`config.mk`:
```
export PLATFORM = sky130hd
export DESIGN_NAME = count_capture_unit
export DESIGN_NICKNAME = d
export VERILOG_FILES = /design/src/rtl/count_capture_unit_pkg.sv /design/src/rtl/capture_fifo.sv /design/src/rtl/count_capture_unit.sv
export SDC_FILE = /design/constraint.sdc
export NUM_CORES = 1
export LEC_CHECK = 0
export ABC_AREA = 1
export BUFFER_PORTS_ARGS = -buffer_cell sky130_fd_sc_hd__buf_2
export CORE_UTILIZATION = 30
export CTS_BUF_LIST = sky130_fd_sc_hd__clkbuf_2
export DETAILED_ROUTE_END_ITERATION = 12
export PLACE_DENSITY = 0.58
export SYNTH_ARGS = -nofsm -noshare
export SYNTH_HDL_FRONTEND = slang
export SYNTH_SLANG_ARGS = --single-unit
```
`constraint.sdc`:
```
create_clock -name clk_i -period 2.1 [get_ports clk_i]
set_input_delay 0.105 -clock clk_i [delete_from_list [all_inputs] [get_ports clk_i]]
set_output_delay 0.105 -clock clk_i [all_outputs]
set_load 0.02 [all_outputs]
```
`src/rtl/count_capture_unit_pkg.sv`:
```
// rtl/count_capture_unit_pkg.sv - shared encodings, FSM states and sizing helpers for count_capture_unit
package count_capture_unit_pkg;

  localparam logic [1:0] EDGE_OFF  = 2'b00;
  localparam logic [1:0] EDGE_RISE = 2'b01;
  localparam logic [1:0] EDGE_FALL = 2'b10;
  localparam logic [1:0] EDGE_BOTH = 2'b11;

  typedef enum logic [1:0] {
    ST_DISABLED = 2'd0,
    ST_ARM      = 2'd1,
    ST_ACTIVE   = 2'd2
  } cap_state_e;

  // Pointers carry one extra wrap bit so full and empty stay distinguishable.
  function automatic int unsigned ptr_width(input int unsigned depth);
    return $clog2(depth) + 1;
  endfunction

  localparam int unsigned CAP_DEPTH_DEF = 4;
  localparam int unsigned CAP_PTR_W_DEF = ptr_width(CAP_DEPTH_DEF);

endpackage

```
`src/rtl/capture_fifo.sv`:
```
// rtl/capture_fifo.sv - first-word fall-through synchronous FIFO with full, empty and level
module capture_fifo
  import count_capture_unit_pkg::*;
#(
  parameter int unsigned DW    = 17,
  parameter int unsigned DEPTH = CAP_DEPTH_DEF,
  parameter int unsigned PTR_W = ptr_width(DEPTH)
) (
  input  logic             clk_i,
  input  logic             rst_ni,
  input  logic             push_i,
  input  logic [DW-1:0]    push_data_i,
  input  logic             pop_i,
  output logic [DW-1:0]    head_data_o,
  output logic             full_o,
  output logic             empty_o,
  output logic [PTR_W-1:0] level_o
);

  localparam int unsigned AW = PTR_W - 1;

  logic [DW-1:0]    mem_q [DEPTH];
  logic [PTR_W-1:0] wr_ptr_q, wr_ptr_d;
  logic [PTR_W-1:0] rd_ptr_q, rd_ptr_d;
  logic             do_push;
  logic             do_pop;

  assign level_o     = wr_ptr_q - rd_ptr_q;
  assign empty_o     = (level_o == '0);
  assign full_o      = (level_o == PTR_W'(DEPTH));
  assign head_data_o = mem_q[rd_ptr_q[AW-1:0]];

  // A pop frees a slot in the same cycle, so a full FIFO still accepts a push alongside it.
  always_comb begin
    do_pop   = pop_i & ~empty_o;
    do_push  = push_i & (~full_o | do_pop);
    wr_ptr_d = wr_ptr_q;
    rd_ptr_d = rd_ptr_q;
    if (do_push) wr_ptr_d = wr_ptr_q + 1'b1;
    if (do_pop)  rd_ptr_d = rd_ptr_q + 1'b1;
  end

  // Pointer registers; reset discards every pending entry.
  always_ff @(posedge clk_i or negedge rst_ni) begin
    if (!rst_ni) begin
      wr_ptr_q <= '0;
      rd_ptr_q <= '0;
    end else begin
      wr_ptr_q <= wr_ptr_d;
      rd_ptr_q <= rd_ptr_d;
    end
  end

  // Storage is cleared on reset so the head reads as zero until the first write.
  always_ff @(posedge clk_i or negedge rst_ni) begin
    if (!rst_ni) begin
      for (int unsigned i = 0; i < DEPTH; i++) mem_q[i] <= '0;
    end else if (do_push) begin
      mem_q[wr_ptr_q[AW-1:0]] <= push_data_i;
    end
  end

endmodule

```
`src/rtl/count_capture_unit.sv`:
```
// rtl/count_capture_unit.sv - synchronised edge capture of a free-running count into a FIFO
module count_capture_unit
  import count_capture_unit_pkg::*;
#(
  parameter int unsigned WIDTH       = 16,
  parameter int unsigned DEPTH       = CAP_DEPTH_DEF,
  parameter int unsigned SYNC_STAGES = 2,
  parameter int unsigned PTR_W       = ptr_width(DEPTH)
) (
  input  logic             clk_i,
  input  logic             rst_ni,
  input  logic [WIDTH-1:0] count_i,
  input  logic             event_i,
  input  logic [1:0]       edge_sel_i,
  output logic [WIDTH-1:0] cap_data_o,
  output logic             cap_edge_o,
  output logic             cap_valid_o,
  input  logic             cap_ready_i,
  output logic             overflow_o,
  input  logic             clear_ovf_i,
  output logic [PTR_W-1:0] level_o
);

  localparam int unsigned ARM_W = $clog2(SYNC_STAGES);
  localparam logic [ARM_W-1:0] ARM_LAST = ARM_W'(SYNC_STAGES - 1);

  logic [SYNC_STAGES-1:0] sync_q;
  logic                   s;
  logic                   prev_q;
  logic                   rise;
  logic                   fall;
  logic                   rise_en;
  logic                   fall_en;
  cap_state_e             state_q, state_d;
  logic [ARM_W-1:0]       arm_cnt_q, arm_cnt_d;
  logic                   capture;
  logic                   overflow_q, overflow_d;
  logic                   drop;
  logic                   fifo_full;
  logic                   fifo_empty;
  logic                   pop;
  logic [WIDTH:0]         head;

  assign s       = sync_q[SYNC_STAGES-1];
  assign rise    = s & ~prev_q;
  assign fall    = ~s & prev_q;
  assign rise_en = (edge_sel_i == EDGE_RISE) || (edge_sel_i == EDGE_BOTH);
  assign fall_en = (edge_sel_i == EDGE_FALL) || (edge_sel_i == EDGE_BOTH);

  // Synchroniser chain and one-cycle-delayed copy; prev follows s in every state.
  always_ff @(posedge clk_i or negedge rst_ni) begin
    if (!rst_ni) begin
      sync_q <= '0;
      prev_q <= 1'b0;
    end else begin
      sync_q <= {sync_q[SYNC_STAGES-2:0], event_i};
      prev_q <= s;
    end
  end

  // Arming waits for the synchroniser to flush so a pre-existing high level is never an edge.
  always_comb begin
    state_d   = state_q;
    arm_cnt_d = '0;
    capture   = 1'b0;
    unique case (state_q)
      ST_DISABLED: begin
        if (edge_sel_i != EDGE_OFF) state_d = ST_ARM;
      end
      ST_ARM: begin
        if (edge_sel_i == EDGE_OFF)  state_d = ST_DISABLED;
        else if (arm_cnt_q == ARM_LAST) state_d = ST_ACTIVE;
        else arm_cnt_d = arm_cnt_q + 1'b1;
      end
      ST_ACTIVE: begin
        if (edge_sel_i == EDGE_OFF) state_d = ST_DISABLED;
        else capture = (rise & rise_en) | (fall & fall_en);
      end
      default: state_d = ST_DISABLED;
    endcase
  end

  // FSM state and arm counter registers.
  always_ff @(posedge clk_i or negedge rst_ni) begin
    if (!rst_ni) begin
      state_q   <= ST_DISABLED;
      arm_cnt_q <= '0;
    end else begin
      state_q   <= state_d;
      arm_cnt_q <= arm_cnt_d;
    end
  end

  assign pop  = cap_valid_o & cap_ready_i;
  assign drop = capture & fifo_full & ~cap_ready_i;

  // Sticky overflow; a new drop beats a simultaneous clear.
  always_comb begin
    overflow_d = overflow_q;
    if (drop)             overflow_d = 1'b1;
    else if (clear_ovf_i) overflow_d = 1'b0;
  end

  // Overflow flag register.
  always_ff @(posedge clk_i or negedge rst_ni) begin
    if (!rst_ni) overflow_q <= 1'b0;
    else         overflow_q <= overflow_d;
  end

  capture_fifo #(
    .DW   (WIDTH + 1),
    .DEPTH(DEPTH),
    .PTR_W(PTR_W)
  ) u_fifo (
    .clk_i      (clk_i),
    .rst_ni     (rst_ni),
    .push_i     (capture),
    .push_data_i({rise, count_i}),
    .pop_i      (pop),
    .head_data_o(head),
    .full_o     (fifo_full),
    .empty_o    (fifo_empty),
    .level_o    (level_o)
  );

  assign cap_data_o  = head[WIDTH-1:0];
  assign cap_edge_o  = head[WIDTH];
  assign cap_valid_o = ~fifo_empty;
  assign overflow_o  = overflow_q;

endmodule

```
==> impl_metrics.env <==
export IMPL_grt_pass1_vias=3780
export IMPL_drv_slew=0
export IMPL_crit_type="reg2reg"
export IMPL_synthesis_area_sq_mm=0.00402
export IMPL_worst_path_max_fanout=13
export IMPL_ant_nets=0
export IMPL_endpoint_kind="flip-flop"
export IMPL_cts_root_buf="clkbuf_2"
export IMPL_ir_drop_mv=0.544
export IMPL_use_met3_pct=2.91
export IMPL_rows=41
export IMPL_setup_tns_ps=0
export IMPL_port_buffers=44
export IMPL_synth_cell_types=25
export IMPL_vias=3764
export IMPL_p_leak_nw=2.62
export IMPL_synthesis_nets=515
export IMPL_relSlewSlack_pct=64.6
export IMPL_gr_usage_met1_pct=22.7
export IMPL_min_period_ps=2070
export IMPL_h_tree_depth=3
export IMPL_clockBufferDepth=2
export IMPL_die_w_um=118
export IMPL_avgSynthCellArea_sq_um=8.30
export IMPL_antenna_found_initial=0
export IMPL_insertedDiodeCount=0
export IMPL_drt_wl_total_um=11700
export IMPL_synth_seq_cells=81
export IMPL_area_growth_pct=26.7
export IMPL_drive_above_1_share_pct=20.0
export IMPL_cts_buffers=9
export IMPL_vias_per_cell=5.14
export IMPL_synth_warnings=0
export IMPL_powerDensity_mw_per_mm2=1300
export IMPL_grt_ovfl_total=0
export IMPL_hold_viol=0
export IMPL_grt_busiest_layer="met2"
export IMPL_tightest_slew_ps=531
export IMPL_gr_usage_met2_pct=28.2
export IMPL_dieArea_sq_mm=0.0139
export IMPL_clk_pin_slew_ps=220
export IMPL_arrival_ps=2490
export IMPL_place_ws_ps=-33.7
export IMPL_firstDrtPassIters=5
export IMPL_finalCritPeriodShare_pct=98.7
export IMPL_start_kind="flip-flop"
export IMPL_finalCoreUtilization_pct=39.7
export IMPL_total_power_mw=6.63
export IMPL_worst_slack_ps=26.7
export IMPL_place_congestion=0.752
export IMPL_die_h_um=118
export IMPL_synth_sequential_area_ratio_pct=50.5
export IMPL_drt_iter0_drc=286
export IMPL_critical_path_required_ps=2520
export IMPL_start_util_pct=31.3
export IMPL_track_usage_pct=17.3
export IMPL_grt_max_degree=45
export IMPL_insertion_delay_ps=530
export IMPL_core_sq_mm=0.0128
export IMPL_syn_inst=484
export IMPL_io_pins=45
export IMPL_clock_fmax_ghz=0.482
export IMPL_status="finished clean"
export IMPL_holdCritPathClass="in2async"
export IMPL_grt_setup_unrepaired="true"
export IMPL_tritoncts="yes"
export IMPL_hpwl_um=7210
export IMPL_routedWlPerCell_um=16.0
export IMPL_detailed_place_area_sq_mm=0.00450
export IMPL_grt_pass1_wl_um=19000
export IMPL_drc_errors=0
export IMPL_stdcell_area_sq_mm=0.00509
export IMPL_finalSetupViolCount=0
export IMPL_drv_cap=0
export IMPL_clock_sinks=81
export IMPL_nFillCells=1353
export IMPL_fin_skew_ps=33.0
export IMPL_nets=588
placed cells by master (no fill, tap or decap), types with 3 or more instances in the layout:
master,netlist,layout
nand2_1,163,161
dfrtp_1,81,81
nand4_1,69,69
buf_2,10,36
nor2_1,36,35
o21ai_0,35,29
buf_4,7,26
dlygate4sd3_1,0,22
o22ai_1,17,15
inv_1,13,11
nand3_1,11,9
clkbuf_2,0,9
o21ai_1,1,7
buf_12,0,7
ha_1,7,6
nand3_4,1,5
buf_6,3,4
nand3_2,4,3
clkinv_2,0,3
buf_8,0,3
layout make-up:
class                           instances  area (sq um)  share of cell area [%]
Clock buffer                            9          45.0                   0.885
Clock inverter                          6          83.8                    1.65
Timing Repair Buffer                   99           851                    16.7
Tap cell                              172           215                    4.23
Inverter                               14          60.1                    1.18
Sequential cell                        81          2030                    39.8
Multi-Input combinational cell        352          1810                    35.5
synthesized netlist by cell type, drive strengths merged:
master / n / area, sq um
buf: 22 / 144
clkbuf: 16 / 60.1
nor2: 36 / 135
or2: 1 / 6.26
xor2: 1 / 8.76
nand2: 163 / 612
o21ai: 36 / 180
dfrtp: 81 / 2030
nand4: 69 / 432
nor3: 1 / 5.00
nand3: 16 / 113
fa: 1 / 20.0
o22ai: 17 / 106
a21oi: 2 / 21.3
ha: 7 / 87.6
nand3b: 1 / 7.51
inv: 14 / 52.6
final timing paths:
path	startpoint	to	slack (ps)	depth (start not counted)
max in group asynchronous	rst_ni	u_fifo.mem_q[67]$_DFFE_PN0P_	1400	3
worst min-delay path	rst_ni	u_fifo.mem_q[21]$_DFFE_PN0P_	60	2
worst max register to register	u_fifo.rd_ptr_q[0]$_DFFE_PN0P_	u_fifo.mem_q[55]$_DFFE_PN0P_	30	11
worst min register to register	sync_q[0]$_DFF_PN0_	sync_q[1]$_DFF_PN0_	390	0
worst max-delay path	u_fifo.rd_ptr_q[0]$_DFFE_PN0P_	u_fifo.mem_q[55]$_DFFE_PN0P_	30	11
min in group clk_i	event_i	sync_q[0]$_DFF_PN0_	190	2
layer usage:
layer	share of wire, %	wire length [um]	vias up
li1	-	-	1799
met5	0	0	-
met1	46	5380	1832
met4	2.0	229	0
met2	47	5540	115
met3	5.0	583	18
through the flow:
stage | std cells | hold slack, ps
after floorplan | 484 | -191
after global placement | 689 | 111
after detailed placement | 689 | 118
after CTS | 729 | 30.9
after global routing | 733 | 63.5
final | 733 | 57.3
registers in the layout (all words and copies together) (netlist names):
register         flops
prev_q               1
u_fifo.wr_ptr_q      3
state_q              2
overflow_o           1
u_fifo.rd_ptr_q      3
arm_cnt_q            1
u_fifo.mem_q        68
sync_q               2
power by group:
part	internal, mW	switching [mW]	total [mW]
clock	0.384	0.543	0.927
sequential	1.92	0.221	2.14
combinational	1.31	2.24	3.56
cell families after synthesis:
| logic type | synth area share, % |
|---|---|
| simple gates | 32.6 |
| flops | 50.5 |
| compound gates | 7.66 |
| buf+inv | 6.38 |
| fa+ha+maj | 2.68 |
| xor+xnor | 0.218 |
critical path, stage by stage, from the launching register on:
cell and delay, ps:
dfrtp_1 470, ha_2 200, fa_2 370, inv_2 80, nand2_1 80, nand2_1 90, nand2_2 90, nand3_4 180
nand3_4 110, buf_12 180, nand2_1 60, nand2_1 50
repair_timing:
action,in CTS,in global routing
resized for setup,14,33
buffers inserted,3,2
pin swaps,2,3
hold endpoints to repair,153,0
cloned,0,2
hold buffers,22,0
endpoints found under the setup margin,85,88
Power figures use the tool's default switching activity.
